[src/rtl/huffman_stream_ctrl.sv]
// huffman_stream_ctrl: symbol -> code-table lookup -> MSB-first byte packer with explicit flush.
// Defining HUFFMAN_STATS_EN adds stats_clr, sym_count and byte_count.
module huffman_stream_ctrl #(
    parameter int MAX_LEN = 12,
    parameter int LEN_W   = 4
) (
    input  logic               clk,
    input  logic               rst,
    input  logic               sym_valid,
    output logic               sym_ready,
    input  logic [7:0]         sym_data,
    input  logic               flush,
    output logic               lut_req,
    output logic [7:0]         lut_sym,
    input  logic               lut_ack,
    input  logic [MAX_LEN-1:0] lut_code,
    input  logic [LEN_W-1:0]   lut_len,
    output logic               out_valid,
    input  logic               out_ready,
    output logic [7:0]         out_byte,
    output logic               flush_done,
    output logic               err,
    output logic               busy
`ifdef HUFFMAN_STATS_EN
    ,
    input  logic               stats_clr,
    output logic [15:0]        sym_count,
    output logic [15:0]        byte_count
`endif
);
    localparam int ACC_W = MAX_LEN + 7;
    localparam int CNT_W = $clog2(ACC_W + 1);

    typedef enum logic [1:0] {IDLE, LOOKUP, DRAIN, FLUSH} state_t;

    state_t             state, state_nxt;
    logic [ACC_W-1:0]   acc, acc_ins;
    logic [CNT_W-1:0]   cnt, shamt;
    logic [MAX_LEN-1:0] code_mask;
    logic               flush_pend;
    logic               len_ok, accept, pop, flush_fin;

    always_ff @(posedge clk) begin
        if (rst)
            state <= IDLE;
        else
            state <= state_nxt;
    end

    always_comb begin
        state_nxt = state;
        sym_ready = 1'b0;
        lut_req   = 1'b0;
        out_valid = 1'b0;
        accept    = 1'b0;
        pop       = 1'b0;
        flush_fin = 1'b0;
        case (state)
            IDLE: begin
                sym_ready = !flush_pend && !rst;
                if (sym_valid && sym_ready) begin
                    accept    = 1'b1;
                    state_nxt = LOOKUP;
                end else if (flush_pend) begin
                    state_nxt = FLUSH;
                end
            end
            LOOKUP: begin
                lut_req = 1'b1;
                if (lut_ack)
                    state_nxt = len_ok ? DRAIN : IDLE;
            end
            DRAIN: begin
                if (cnt >= CNT_W'(8)) begin
                    out_valid = 1'b1;
                    pop       = out_ready;
                end else begin
                    state_nxt = IDLE;
                end
            end
            FLUSH: begin
                // Residual is always under 8 bits here; the zero tail of acc is the padding.
                if (cnt != '0) begin
                    out_valid = 1'b1;
                    pop       = out_ready;
                end else begin
                    flush_fin = 1'b1;
                    state_nxt = IDLE;
                end
            end
            default: state_nxt = IDLE;
        endcase
    end

    // Valid bits sit left-justified in acc; new code bits land directly below the residual.
    assign len_ok    = (lut_len != '0) && (int'(lut_len) <= MAX_LEN);
    assign code_mask = (MAX_LEN'(1) << lut_len) - MAX_LEN'(1);
    assign shamt     = CNT_W'(ACC_W) - cnt - CNT_W'(lut_len);
    assign acc_ins   = ACC_W'(lut_code & code_mask) << shamt;

    assign out_byte  = out_valid ? acc[ACC_W-1 -: 8] : 8'd0;
    assign busy      = (state != IDLE) || flush_pend;

    always_ff @(posedge clk) begin
        if (rst) begin
            acc        <= '0;
            cnt        <= '0;
            flush_pend <= 1'b0;
            lut_sym    <= 8'd0;
            err        <= 1'b0;
            flush_done <= 1'b0;
        end else begin
            err        <= 1'b0;
            flush_done <= flush_fin;
            if (accept)
                lut_sym <= sym_data;
            if (state == LOOKUP && lut_ack) begin
                if (len_ok) begin
                    acc <= acc | acc_ins;
                    cnt <= cnt + CNT_W'(lut_len);
                end else begin
                    err <= 1'b1;
                end
            end
            if (pop) begin
                acc <= acc << 8;
                cnt <= (state == FLUSH) ? '0 : cnt - CNT_W'(8);
            end
            if (flush_fin)
                flush_pend <= 1'b0;
            else if (flush)
                flush_pend <= 1'b1;
        end
    end

`ifdef HUFFMAN_STATS_EN
    always_ff @(posedge clk) begin
        if (rst || stats_clr) begin
            sym_count  <= 16'd0;
            byte_count <= 16'd0;
        end else begin
            if (state == LOOKUP && lut_ack && len_ok)
                sym_count <= sym_count + 16'd1;
            if (pop)
                byte_count <= byte_count + 16'd1;
        end
    end
`endif

endmodule

[config.mk]
export PLATFORM = sky130hd
export DESIGN_NAME = huffman_stream_ctrl
export DESIGN_NICKNAME = d
export VERILOG_FILES = /design/src/rtl/huffman_stream_ctrl.sv
export SDC_FILE = /design/constraint.sdc
export NUM_CORES = 1
export LEC_CHECK = 0
export ABC_AREA = 1
export CORE_MARGIN = 1.5
export CORE_UTILIZATION = 55
export CTS_BUF_LIST = sky130_fd_sc_hd__clkbuf_8
export DETAILED_ROUTE_END_ITERATION = 8
export PLACE_DENSITY = 0.95
export SYNTH_ARGS = -nofsm -noshare
export SYNTH_HDL_FRONTEND = slang
export SYNTH_SLANG_ARGS = --single-unit
[constraint.sdc]
create_clock -name clk -period 3.1 [get_ports clk]
set_input_delay 0.62 -clock clk [delete_from_list [all_inputs] [get_ports clk]]
set_output_delay 0.62 -clock clk [all_outputs]
set_load 0.01 [all_outputs]
==> impl_metrics.csv <==
group,metric,value,unit
outcome,status,"complete, no violations",
finish,drive_gt1_frac,0.119,
timing,setup_viol_count_final,0,
critical_path,critical_path_class,"reg -> out",
min_path,hold_path.class,"reg -> reg",
finish,fill_cells,376,
critical_path,worst_setup_path_end_kind,"output pin",
pwr,p_clk_frac,0.199,
timing,whs,0.456,ns
floorplanning,start_util,0.568,
synthesis,synth_area_leader_cell,"dfxtp_1",
route,firstDrtPassIters,5,
place,port_buffers,51,
floorplanning,num_io_pins,52,
synthesis,ys_seq_elements,37,
finish,areaGrowthSynthToFinish,28.2,%
synthesis,synth_top_area_frac,0.256,
timing,hold_viol_final,0,
grt,use_met2,0.500,
timing,fin_crit_sh,0.946,
min_path,min_to,"acc[5]$_SDFFE_PP0P_",
route,viasPerCell,5.78,
min_path,holdPathStages,2,
pwr,pwr-share-seq,0.258,
grt,antenna_found_initial,0,
grt,grt_overflow,0,
timing,relSlewSlack,0.439,
grt,met3_usage,0.0450,
clock_network,clkTransAtPathRegs,0.07,ns
synthesis,synth_area_per_cell,6.32,sq um
grt,grt_pass1_wl,13.2,mm
grt,grt_max_degree,21,
synthesis,synth_edf_count,0,
critical_path,worstReg2RegStart,"cnt[1]$_SDFFE_PP0P_",
synthesis,synth_warnings,0,
place,placed_cells,581,
floorplanning,die_h,75.6,microns
synthesis,synthTopCellsByArea,"dfxtp_1 (26%), nand2_1 (15%), nand3_1 (11%), inv_1 (6.5%), a21oi_1 (5.4%)",
pwr,power.density,603,nW/um^2
critical_path,ff2ff_setup_slack,0.55,ns
place,gp_congestion,1.01,
synthesis,synthTopCellsByCount,"nand2_1 (117), nand3_1 (61), inv_1 (50)",
critical_path,worstRegToRegCells,13,
synthesis,synth_top_flop_cell,"dfxtp_1",
clock_network,clk_latency,0.30,ns
grt,use_met1,0.384,
pwr,switching_share,0.442,
route,dr_total_vias,3417,
place,hpwl,6.07,mm
clock_network,tritoncts,"yes",
synthesis,synth_nets,502,
route,wl_per_cell,14.4,microns
synthesis,synth_area,2900,sq um
synthesis,synthCells,459,
min_path,hp-start,"acc[5]$_SDFFE_PP0P_",
route,drt_iter0_markers,423,
critical_path,startpoint_type,"flip-flop",
pwr,power.share.combinational,0.543,
clock_network,clock-sinks,37,
timing,max_freq,0.341,GHz
job,max-cap-violations,0,
grt,grt_pass1_vias,3012,
clock_network,cts_buffer_depth,2,
synthesis,synth_most_common_cell,"nand2_1",
route,wirelength,8.54,mm
critical_path,cp_max_fo,5,
pwr,max-vdd-ir-drop,0.435,mV
synthesis,synth_seq_area_share,0.256,
clock_network,ctsHoldBuffers,0,
floorplanning,row_count,26,
timing,min_period,2.93,ns
finish,layout.cells.non_filler,591,
pwr,p_leak,0.00165,uW
synthesis,async_flop_share,0,
critical_path,r2r-end,"acc[18]$_SDFFE_PP0P_",
synthesis,yosys.cell_types.count,41,
grt,track_usage,0.297,
route,ant_nets,0,
timing,skew,0.0151,ns
clock_network,cts-buffers-inserted,5,
pwr,power.internal,1250,uW
floorplanning,die_area,5720,sq um
pwr,p_sw,990,uW
finish,antenna_cells,0,
grt,grt_busiest_layer,"met2",
clock_network,root_buffer,"clkbuf_8",
route,drcViolationCount,0,
floorplanning,coreArea,5110,sq um
critical_path,crit_required,2.48,ns
timing,tns,0,ns
clock_network,cts_max_level,2,
finish,finalNetCount,563,
floorplanning,die_w,75.6,microns
timing,worst_slew_pin_slew,0.840,ns
critical_path,cp.arrival,2.31,ns
timing,slew_viol_final,0,
[flip-flops by register name (all words and copies together) (netlist names)]
name and count:
acc 19, lut_sym 8, cnt 5, state 2, err 1, flush_done 1
flush_pend 1
[power groups by stage]
stage | clock network [uW] | registers (uW) | logic [uW]
6_report | 446 | 579 | 1220
5_1_grt | 458 | 585 | 1340
4_1_cts | 441 | 574 | 1140
3_5_place_dp | 0 | 583 | 1130
3_3_place_gp | 0 | 581 | 1090
2_1_floorplan | 0 | 568 | 792
[routing by layer]
metal | part of all wire | up-vias
li1 | - | 1633
met1 | 0.40 | 1548
met2 | 0.50 | 198
met3 | 0.078 | 38
met4 | 0.032 | 0
met5 | 0 | -
[cell families (layout without fill, tap and decap cells)]
logic type | after synthesis | in the layout | share of synthesized area
simple gates | 244 | 244 | 0.391
buf+inv | 79 | 141 | 0.113
compound gates | 81 | 81 | 0.159
fa+ha+maj | 13 | 13 | 0.0639
xor+xnor | 5 | 5 | 0.0177
flops | 37 | 37 | 0.256
[worst max path at each step]
stage | slack, ns | start | cells after the start | to
6_report | 0.17 | cnt[3]$_SDFFE_PP0P_ | 8 | out_byte[2]
5_1_grt | -0.04 | lut_len[1] | 15 | acc[18]$_SDFFE_PP0P_
2_1_floorplan | 0.45 | lut_len[1] | 14 | acc[16]$_SDFFE_PP0P_
3_5_place_dp | -0.07 | lut_len[1] | 13 | acc[16]$_SDFFE_PP0P_
3_3_place_gp | 0.02 | lut_len[1] | 13 | acc[14]$_SDFFE_PP0P_
4_1_cts | 0.08 | cnt[3]$_SDFFE_PP0P_ | 8 | out_byte[7]
[critical path: stages, from the launching register on]
cell and delay (ns):
dfxtp_1 0.36, inv_1 0.13, ha_1 0.24, o21ai_1 0.12, nand3_1 0.16, nand2_4 0.16, clkinvlp_4 0.17, nor2_1 0.13
clkdlybuf4s50_1 0.55
[timing repair]
action	CTS	global route
setup endpoints to repair	0	10
buffers inserted	0	1
resized for setup	0	8
[layout by cell type (no fill, tap or decap), drive strengths merged, types with 4 or more instances in the layout]
master	count
dfxtp	37
o21ai	32
a31oi	4
o211ai	5
clkdlybuf4s50	48
ha	10
clkbuf	6
inv	57
nand2	120
buf	22
nor3	5
nand3	62
a21oi	33
nand4	14
nor2	41
[metrics by stage]
stage / util / worst slack (ns) / area [sq um] / total power (uW)
finish: 0.728 / 0.168 / 3720 / 2240
global placement: 0.696 / 0.0171 / 3550 / 1680
detailed placement: 0.696 / -0.0745 / 3550 / 1710
floorplan: - / 0.447 / 2900 / 1360
global route: 0.728 / -0.0368 / 3720 / 2390
CTS: 0.720 / 0.0759 / 3670 / 2160
[final cells by class]
class / count / area [sq um] / share of cell area
inverters: 59 / 230 / 0.0620
repair inverters: 1 / 7.51 / 0.00202
well taps: 70 / 87.6 / 0.0236
repair buffers: 73 / 683 / 0.184
multi-input cells: 343 / 1850 / 0.497
clock buffers: 6 / 82.6 / 0.0222
flip-flops and latches: 37 / 741 / 0.199
clock inverters: 2 / 37.5 / 0.0101
Note: power is estimated with default switching activity, not from simulation.
